[config.mk]
export PLATFORM = sky130hd
export DESIGN_NAME = wb_port_arbiter
export DESIGN_NICKNAME = d
export VERILOG_FILES = /design/src/rtl/wb_port_arbiter.sv
export SDC_FILE = /design/constraint.sdc
export NUM_CORES = 1
export LEC_CHECK = 0
export BUFFER_PORTS_ARGS = -buffer_cell sky130_fd_sc_hd__buf_2
export CAP_MARGIN = 40
export CORE_AREA = 2 2 109 111
export DETAILED_ROUTE_END_ITERATION = 10
export DIE_AREA = 0 0 111 113
export PLACE_DENSITY = 0.79
export SYNTH_ARGS = -nofsm -noshare
export SYNTH_HDL_FRONTEND = slang
export SYNTH_SLANG_ARGS = --single-unit
[constraint.sdc]
create_clock -name CLK -period 6.5 [get_ports CLK]
set_clock_uncertainty 0.1 [all_clocks]
set_input_delay 0.65 -clock CLK [delete_from_list [all_inputs] [get_ports CLK]]
set_output_delay 0.65 -clock CLK [all_outputs]
set_load 0.05 [all_outputs]
[src/rtl/wb_port_arbiter.sv]
// Writeback port arbiter: round-robin grant among six sources into a one-entry output register.
// Define WB_ARB_FIXED_PRIO_EN for fixed lowest-index-wins priority (no rotating pointer).
module wb_port_arbiter #(
  parameter int DATA_W = 32,
  parameter int RD_W   = 5,
  parameter int N_REQ  = 6
) (
  input  logic                    CLK,
  input  logic                    RST_N,
  input  logic [N_REQ-1:0]        req_valid,
  input  logic [N_REQ*DATA_W-1:0] req_data,
  input  logic [N_REQ*RD_W-1:0]   req_rd,
  output logic [N_REQ-1:0]        req_ready,
  output logic [2:0]              wb_sel,
  output logic                    wb_valid,
  output logic [RD_W-1:0]         wb_rd,
  output logic [DATA_W-1:0]       wb_data,
  input  logic                    wb_ready
);

  typedef enum logic {
    EMPTY = 1'b0,
    FULL  = 1'b1
  } state_t;

  state_t            state, state_nxt;
  logic [2:0]        start;
  logic [2:0]        win;
  logic              found;
  logic [DATA_W-1:0] win_data;
  logic [RD_W-1:0]   win_rd;
  logic              arb_open;
  logic              grant;
  logic              load;

`ifdef WB_ARB_FIXED_PRIO_EN
  assign start = 3'd0;
`else
  logic [2:0] ptr;
  assign start = ptr;
`endif

  // Search upward from start, wrapping past index N_REQ-1 back to 0.
  always_comb begin
    logic [3:0] sum;
    logic [2:0] idx;
    win   = '0;
    found = 1'b0;
    sum   = '0;
    idx   = '0;
    for (int unsigned k = 0; k < N_REQ; k++) begin
      sum = {1'b0, start} + k[3:0];
      idx = (sum >= 4'(N_REQ)) ? 3'(sum - 4'(N_REQ)) : sum[2:0];
      if (!found && req_valid[idx]) begin
        found = 1'b1;
        win   = idx;
      end
    end
  end

  always_comb begin
    win_data = '0;
    win_rd   = '0;
    for (int unsigned i = 0; i < N_REQ; i++) begin
      if (win == i[2:0]) begin
        win_data = req_data[i*DATA_W +: DATA_W];
        win_rd   = req_rd[i*RD_W +: RD_W];
      end
    end
  end

  assign arb_open = (state == EMPTY) || wb_ready;
  assign grant    = arb_open && found;
  // rd==0 is accepted (handshake completes, pointer moves) but never written.
  assign load     = grant && (win_rd != '0);

  always_comb begin
    state_nxt = state;
    if (arb_open) begin
      state_nxt = load ? FULL : EMPTY;
    end
  end

  assign wb_valid  = (state == FULL);
  assign req_ready = (RST_N && grant) ? (N_REQ'(1) << win) : '0;

  always_ff @(posedge CLK or negedge RST_N) begin
    if (!RST_N) begin
      state <= EMPTY;
    end else begin
      state <= state_nxt;
    end
  end

  always_ff @(posedge CLK or negedge RST_N) begin
    if (!RST_N) begin
      wb_sel  <= '0;
      wb_rd   <= '0;
      wb_data <= '0;
    end else if (load) begin
      wb_sel  <= win;
      wb_rd   <= win_rd;
      wb_data <= win_data;
    end
  end

`ifndef WB_ARB_FIXED_PRIO_EN
  always_ff @(posedge CLK or negedge RST_N) begin
    if (!RST_N) begin
      ptr <= '0;
    end else if (grant) begin
      ptr <= (win == 3'(N_REQ - 1)) ? 3'd0 : win + 3'd1;
    end
  end
`endif

endmodule

==> impl_metrics.json, run 1 <==
{
  "grt_start_max_net_pins": 49,
  "ctsRootBufferMaster": "clkbuf_16",
  "port-buffer-count": 277,
  "synthFlopType": "dfrtp_1",
  "grt_pass1_vias": 4923,
  "ys_seq_area_frac": 0.235,
  "cp.arrival_ns": 5.91,
  "ys_types": 69,
  "critical_path.top_delay_family": "compound AO/OA/AOI/OAI gates",
  "finalHoldViolCount": 0,
  "finalCriticalPeriod_ns": 5.85,
  "ant_nets": 0,
  "cts_setup_buffers": 0,
  "tns_ns": 0,
  "antenna_found_initial": 2,
  "clock-sinks": 44,
  "netlist.area_leader.share": 0.235,
  "die_w_um": 111,
  "cts.reportedPaths.clkPinSlew_ns": 0.06,
  "synth_area_sq_um": 4690,
  "syn_nets": 736,
  "io_pins": 278,
  "die_area_sq_um": 12500,
  "cts_max_level": 2,
  "finalNetCount": 990,
  "endpoint_kind": "flop",
  "criticalPathCategory": "reg2reg",
  "synth_cells": 496,
  "postCtsHoldBufs": 0,
  "drt_iter0_drc": 383,
  "cts_buffers": 5,
  "std_cell_rows": 39,
  "cp_cell_sequence": "inv_1 > ha_1 > inv_1 > nor3_1 > a311oi_2 > nand3_2 > or4_4 > o211ai_4 > inv_4 > nor2_1 > ha_2 > inv_1 > and4_4 > a211oi_1 > nand2_1 > o31a_2 > buf_4 > mux2_4",
  "cts.path.max_buffers": 2,
  "path_buf_inv": 5,
  "vias": 5179,
  "r2r_start": "ptr[1]",
  "gr-total-overflow": 0,
  "final_layout_size_suffix_gt1_frac": 0.528,
  "final-seq-area_sq_um": 1100,
  "grt_pass1_wl_mm": 25.0,
  "cts_tree": "done",
  "yosysTopAreaCell": "dfrtp_1",
  "yosys_warnings": 0,
  "core_area_sq_um": 11300,
  "dpl.hpwl_mm": 13.3,
  "wl_mm": 16.7,
  "vias_per_cell": 5.78,
  "maxSlewHeadroom": 0.500,
  "avgSynthCellArea_sq_um": 9.45,
  "clock_latency_ns": 0.28,
  "r2r_setup_slack_ns": 0.65,
  "ys_ff_latch": 44,
  "critPathSlowestCell": "or4_4",
  "cap_viol_max_count": 0,
  "place_congestion": 0.968,
  "crit_fanout": 21,
  "ys_top_cells_by_area": "dfrtp_1 (23%), mux2i_1 (11%), mux2_4 (9.9%), mux2_2 (9.6%), a221oi_1 (6.0%)",
  "area_delta_synth_final_pct": 34.3,
  "hold_path.class": "in2async",
  "critPathLaunchType": "flop",
  "wire_per_inst_um": 18.6,
  "postLayoutCellArea_sq_um": 6300,
  "synthArstFlopShare": 1.00,
  "track_usage": 0.250,
  "fill_cells": 1036,
  "crit_top_cell": "inv_1",
  "slew_violations": 0,
  "r2r_end": "wb_data[24]",
  "dr.pass1.iters": 5,
  "rr_worst_depth": 18,
  "worstMarginPinSlew_ns": 0.743,
  "finalSetupViolCount": 0,
  "finalCritPeriodShare": 0.899,
  "fmax_mhz": 171,
  "synth-edff-count": 0,
  "max_stage_delay_ns": 0.57,
  "cp.required_ns": 6.56,
  "rsz0062_at_grt": "no",
  "start_util": 0.416,
  "status": "complete, no violations",
  "dieHeight_um": 113,
  "cts_resized": 0,
  "multiInputGateArea_sq_um": 3340,
  "drc": 0,
  "place_area_sq_um": 6150
}
## cell usage in the layout, fill, tap and decap left out, types with 4 or more instances in the layout
cell type / netlist / final
nand2_1: 28 / 28
inv_1: 10 / 10
dfrtp_1: 44 / 44
nor4_1: 4 / 4
o21ai_0: 39 / 39
o22ai_1: 33 / 33
ha_1: 9 / 8
a211oi_1: 5 / 5
a21o_1: 4 / 4
mux2_4: 31 / 31
buf_2: 10 / 277
mux2_2: 40 / 40
mux2i_1: 51 / 51
o211ai_1: 4 / 4
nor3_1: 11 / 11
a221oi_1: 32 / 32
a21oi_1: 10 / 10
nor2_1: 19 / 18
nand3_1: 5 / 5
clkbuf_16: 0 / 5
buf_4: 2 / 13
## per-layer routing
metal | part of all wire | global-route usage | vias up
li1 | - | - | 2449
met1 | 0.38 | 0.303 | 2444
met2 | 0.51 | 0.454 | 256
met3 | 0.074 | 0.0418 | 30
met4 | 0.027 | 0.0825 | 0
met5 | 0 | 0 | -
## flip-flops by register name, indices dropped and copies added, names as in the netlist
name	cells
ptr	3
wb_valid	1
wb_sel	3
wb_data	32
wb_rd	5
## kinds of logic after synthesis
group                      count (synthesis)  synth area share
AOI/OAI and AO/OA                        165             0.252
muxes                                    125             0.315
and+or+nand+nor                           93             0.104
buffers and inverters                     54            0.0561
DFF                                       44             0.235
adders and majority gates                  9            0.0240
xor gates and xnor gates                   6            0.0144
## synthesized netlist by cell type, types with 4 or more instances
cell type,count
a211oi_1,5
a21o_1,4
a21oi_1,10
a221oi_1,32
buf_1,5
buf_2,10
buf_6,5
clkbuf_1,21
dfrtp_1,44
ha_1,9
inv_1,10
mux2_2,40
mux2_4,31
mux2i_1,51
nand2_1,28
nand3_1,5
nor2_1,19
nor3_1,11
nor4_1,4
o211ai_1,4
o21ai_0,39
o22ai_1,33
## per-stage QoR
step | instances | utilization | hold slack [ns] | worst slack (ns)
after floorplan | 496 | - | 0.254 | 1.37
after global placement | 886 | 0.546 | 0.387 | 0.864
after detailed placement | 886 | 0.546 | 0.387 | 0.739
after CTS | 893 | 0.558 | 0.392 | 0.710
after global routing | 895 | 0.558 | 0.422 | 0.277
final | 896 | 0.559 | 0.369 | 0.653
## final cells by class
cell class	count	share of cell area
Antenna cell	3	0.00119
Tap cell	143	0.0284
Inverter	11	0.00696
Multi-Input combinational cell	398	0.531
Clock inverter	2	0.00199
Sequential cell	44	0.175
Timing Repair Buffer	290	0.236
Clock buffer	5	0.0199
## how the worst max path moves through the flow
stage,startpoint,endpoint,depth (start not counted)
2_1_floorplan,ptr[0],wb_data[14],22
3_3_place_gp,ptr[1],wb_data[25],18
3_5_place_dp,ptr[1],wb_data[1],17
4_1_cts,ptr[1],wb_data[7],18
5_1_grt,ptr[1],wb_data[29],18
6_report,ptr[1],wb_data[24],18
Power of run 1 is left out: the tool's default activity adds up to more than one toggle a clock period on the data nets, which glitch-free logic cannot reach.
==> run 2: changes to the inputs <==
Settings changed: BUFFER_PORTS_ARGS -buffer_cell sky130_fd_sc_hd__buf_2 to -buffer_cell sky130_fd_sc_hd__buf_4.
==> run 2 against run 1 <==
  * Die area did not move
  * Via count is 3.1% higher
  * Wire length is 12% higher
  * Global-route usage increased by 3.0 points
  * Core utilization rose by 6.3 points
  * Final area grew 11%
  * Critical path depth is 1 lower
  * Flip-flop and latch count did not move
  * Setup slack got worse by 0.13 ns
  * Sequential share of layout area is 1.8 points lower
  * Final cell count decreased by 0.45%
  * Non-clock buffer count down 2
==> impl_metrics.json, run 2 (synthesis gave the netlist of run 1 again) <==
{
  "antenna_found_initial": 0,
  "ctsRootBufferMaster": "clkbuf_16",
  "track_usage": 0.280,
  "clock_latency_ns": 0.28,
  "cts_max_level": 2,
  "finalSetupViolCount": 0,
  "die_w_um": 111,
  "hold_path.class": "in2async",
  "dpl.hpwl_mm": 15.0,
  "fmax_mhz": 167,
  "grt_pass1_vias": 5247,
  "finalNetCount": 988,
  "endpoint_kind": "flop",
  "worstMarginPinSlew_ns": 0.735,
  "largest_reg_flops": 32,
  "finalCriticalPeriod_ns": 5.98,
  "cts_buffers": 5,
  "rsz0062_at_grt": "no",
  "start_util": 0.416,
  "place_congestion": 1.10,
  "postCtsHoldBufs": 0,
  "port-buffer-count": 277,
  "final_layout_size_suffix_gt1_frac": 0.526,
  "grt_start_max_net_pins": 62,
  "path_buf_inv": 3,
  "wl_mm": 18.8,
  "status": "complete, no violations",
  "clock-sinks": 44,
  "cts.path.max_buffers": 2,
  "drt_iter0_drc": 366,
  "reg.largest.list": "wb_data: 32 flops, wb_rd: 5 flops",
  "fill_cells": 930,
  "slew_violations": 0,
  "tns_ns": 0,
  "critPathLaunchType": "flop",
  "finalHoldViolCount": 0,
  "cap_viol_max_count": 0,
  "vias": 5341,
  "finalCritPeriodShare": 0.920,
  "std_cell_rows": 39,
  "core_area_sq_um": 11300,
  "dieHeight_um": 113,
  "grt_pass1_wl_mm": 28.0,
  "final_cell_mix": "buf_4 (287), mux2i_1 (51), dfrtp_1 (44)",
  "crit_top_cell": "mux2_4",
  "critical_path.top_delay_family": "compound AO/OA/AOI/OAI gates",
  "dp_slack_ns": 0.645,
  "cts_resized": 0,
  "wire_per_inst_um": 21.0,
  "die_area_sq_um": 12500,
  "cp_cell_sequence": "ha_1 > xor2_1 > mux2_4 > a21oi_4 > nand3_2 > or4_4 > o211ai_4 > inv_4 > nor2_1 > ha_2 > inv_1 > and4_4 > a211oi_1 > nand2_1 > o31a_2 > buf_12 > mux2_4",
  "dr.pass1.iters": 6,
  "io_pins": 278,
  "cts_setup_buffers": 0,
  "vias_per_cell": 5.99,
  "cp.required_ns": 6.57,
  "final_common_cell": "buf_4",
  "cts.reportedPaths.clkPinSlew_ns": 0.06,
  "area_delta_synth_final_pct": 49.5,
  "cp.arrival_ns": 6.04,
  "critPathSlowestCell": "dfrtp_1",
  "setup_slack_ns": 0.523,
  "crit_fanout": 26,
  "max_stage_delay_ns": 0.69,
  "drc": 0,
  "largest-register": "wb_data",
  "n_antenna_cell": 0,
  "criticalPathCategory": "reg2reg",
  "ant_nets": 0,
  "cts_tree": "done",
  "gr-total-overflow": 0,
  "maxSlewHeadroom": 0.510
}
run 2: final cells by class:
cell class                 instances  area, sq um  area share
tap                              143          179      0.0255
clock buffer                       6          129      0.0184
timing repair buffer             288         2170       0.310
inverter                          11         43.8     0.00625
clock inverter                     2         35.0     0.00500
sequential                        44         1100       0.157
multi-input combinational        398         3340       0.477
run 2: worst paths after layout:
path / endpoint / depth (start not counted) / start / slack [ns]
hold reg to reg: wb_data[9] / 1 / wb_data[9] / 0.41
max in group asynchronous: wb_data[19] / 1 / RST_N / 5.61
hold / removal: wb_data[28] / 1 / RST_N / 0.27
setup reg to reg: wb_data[0] / 17 / ptr[2] / 0.52
setup / recovery: wb_data[0] / 17 / ptr[2] / 0.52
min in group CLK: wb_data[9] / 1 / wb_data[9] / 0.41
run 2: worst reg2reg max path, cell delays in order, from the launching register on:
cell and delay (ns):
dfrtp_1 0.69, ha_1 0.62, xor2_1 0.31, mux2_4 0.36, a21oi_4 0.20, nand3_2 0.13
or4_4 0.57, o211ai_4 0.18, inv_4 0.09, nor2_1 0.14, ha_2 0.40, inv_1 0.21
and4_4 0.20, a211oi_1 0.40, nand2_1 0.16, o31a_2 0.54, buf_12 0.25, mux2_4 0.32
run 2: routing by layer:
metal  share of wire  vias up  routed length (um)  GRT usage
li1                -     2448                   -          -
met1            0.37     2560                6920      0.325
met2            0.53      279                9920      0.528
met3           0.064       54                1200     0.0396
met4           0.039        0                 727     0.0992
met5               0        -                   0          0
run 2: per-stage QoR:
step / hold slack (ns) / cell area, sq um / cells / util
5_1_grt: 0.322 / 7010 / 892 / 0.621
3_5_place_dp: 0.395 / 6840 / 884 / 0.607
6_report: 0.267 / 7010 / 892 / 0.621
4_1_cts: 0.299 / 7010 / 892 / 0.621
3_3_place_gp: 0.394 / 6820 / 883 / 0.605
2_1_floorplan: 0.254 / 4690 / 496 / -
Power of run 2 is left out for the same reason.
==> run 3: changes to the inputs <==
Settings changed: RECOVER_POWER set to 50.
Clock period 6.5 ns to 6.67 ns, I/O delays scaled along.
==> run 3 against run 2 <==
  * The run now ends with max-capacitance violations, max-slew violations left
  * Flip-flop and latch count unchanged
  * Critical path depth unchanged
  * Sequential share of layout area increased by 0.27 points
  * Largest cell class unchanged
==> impl_metrics.json, run 3 (synthesis gave the netlist of run 1 again) <==
{
  "dieHeight_um": 113,
  "die_w_um": 111,
  "port-buffer-count": 277,
  "final_common_cell": "buf_4",
  "crit_fanout": 24,
  "grt_pass1_vias": 5240,
  "slew_violations": 49,
  "place_congestion": 0.986,
  "finalCriticalPeriod_ns": 6.19,
  "start_util": 0.416,
  "grt_start_max_net_pins": 84,
  "core_area_sq_um": 11300,
  "drt_iter0_drc": 307,
  "std_cell_rows": 39,
  "largest_reg_flops": 32,
  "clock-sinks": 44,
  "tns_ns": 0,
  "ctsRootBufferMaster": "clkbuf_16",
  "criticalPathCategory": "reg2reg",
  "antenna_found_initial": 0,
  "met2_usage": 0.537,
  "finalSetupViolCount": 0,
  "largest-register": "wb_data",
  "hold_path.class": "reg2reg",
  "postCtsHoldBufs": 0,
  "wl_mm": 18.4,
  "wire_per_inst_um": 20.7,
  "die_area_sq_um": 12500,
  "final_layout_size_suffix_gt1_frac": 0.493,
  "fmax_mhz": 162,
  "finalNetCount": 987,
  "r2r_setup_slack_ns": 0.48,
  "grt_busiest_layer": "met2",
  "finalCritPeriodShare": 0.928,
  "gr-usage-met1": 0.332,
  "vias": 5218,
  "area_delta_synth_final_pct": 46.9,
  "io_pins": 278,
  "track_usage": 0.279,
  "violations": "max-capacitance violations, max-slew violations",
  "final_cell_mix": "buf_4 (261), mux2i_1 (51), dfrtp_1 (44)",
  "cts_max_level": 2,
  "n_antenna_cell": 0,
  "cts_setup_buffers": 0,
  "drc": 0,
  "vias_per_cell": 5.86,
  "rsz0062_at_grt": "no",
  "grt_pass1_wl_mm": 28.0,
  "cts_tree": "done",
  "cap_viol_max_count": 1,
  "cts_buffers": 5,
  "reg.largest.list": "wb_data: 32 flops, wb_rd: 5 flops",
  "finalHoldViolCount": 0,
  "cp.required_ns": 6.74,
  "maxSlewHeadroom": -0.686,
  "status": "finished with violations",
  "dpl.hpwl_mm": 14.7,
  "cp.arrival_ns": 6.25,
  "ant_nets": 0,
  "worstMarginPinSlew_ns": 2.53,
  "critPathLaunchType": "flop",
  "cts.path.max_buffers": 2,
  "clock_latency_ns": 0.28,
  "dr.pass1.iters": 5,
  "endpoint_kind": "flop",
  "cts.reportedPaths.clkPinSlew_ns": 0.06,
  "cts_resized": 0,
  "grt_util_met3": 0.0370,
  "gr-total-overflow": 0
}
run 3: cell count changes in the layout (fill, tap and decap cells not counted):
cell,previous run,this run
bufinv_16,1,0
buf_8,0,1
clkbuf_1,1,25
buf_4,287,261
run 3: stage by stage:
step | instances | worst slack [ns] | cell area (sq um) | util | hold slack [ns]
after global routing | 890 | 0.123 | 6890 | 0.611 | 0.423
after detailed placement | 883 | 0.562 | 6840 | 0.607 | 0.395
after CTS | 890 | 0.547 | 6980 | 0.619 | 0.321
final | 890 | 0.483 | 6890 | 0.611 | 0.411
after floorplan | 496 | 1.54 | 4690 | - | 0.271
after global placement | 881 | 0.709 | 6810 | 0.604 | 0.394
run 3: path summary, 6_finish.rpt:
kind / depth (start not counted) / to / startpoint
hold / removal: 1 / wb_data[28] / wb_data[28]
setup / recovery: 17 / wb_data[29] / ptr[2]
max in group asynchronous: 1 / wb_data[21] / RST_N
min in group asynchronous: 1 / wb_data[28] / RST_N
setup reg to reg: 17 / wb_data[29] / ptr[2]
hold reg to reg: 1 / wb_data[28] / wb_data[28]
run 3: worst max-delay path, cell delays in order (launching register included):
cell and delay [ns]:
dfrtp_1 0.71, ha_1 0.61, xor2_1 0.30, mux2_4 0.35
a21oi_4 0.19, nand3_2 0.13, or4_4 0.57, o211ai_4 0.18
inv_4 0.10, nor2_1 0.13, ha_2 0.52, inv_1 0.25
and4_4 0.22, a211oi_1 0.40, nand2_1 0.15, o31a_2 0.58
buf_12 0.26, mux2_4 0.31
run 3: routing by layer:
metal / part of all wire / up-vias / routed length [um]
met5: 0 / - / 0
met4: 0.023 / 0 / 430
met3: 0.051 / 31 / 942
met2: 0.54 / 220 / 9910
met1: 0.39 / 2514 / 7140
li1: - / 2453 / -
run 3: cell type report:
cell class              count  area, sq um
clock inverters             1         5.00
multi-input cells         398         3340
clock buffers               6          129
fillers                   996         4390
well taps                 143          179
inverters                  11         43.8
flip-flops and latches     44         1100
repair buffers            287         2080
Power of run 3 is left out for the same reason.
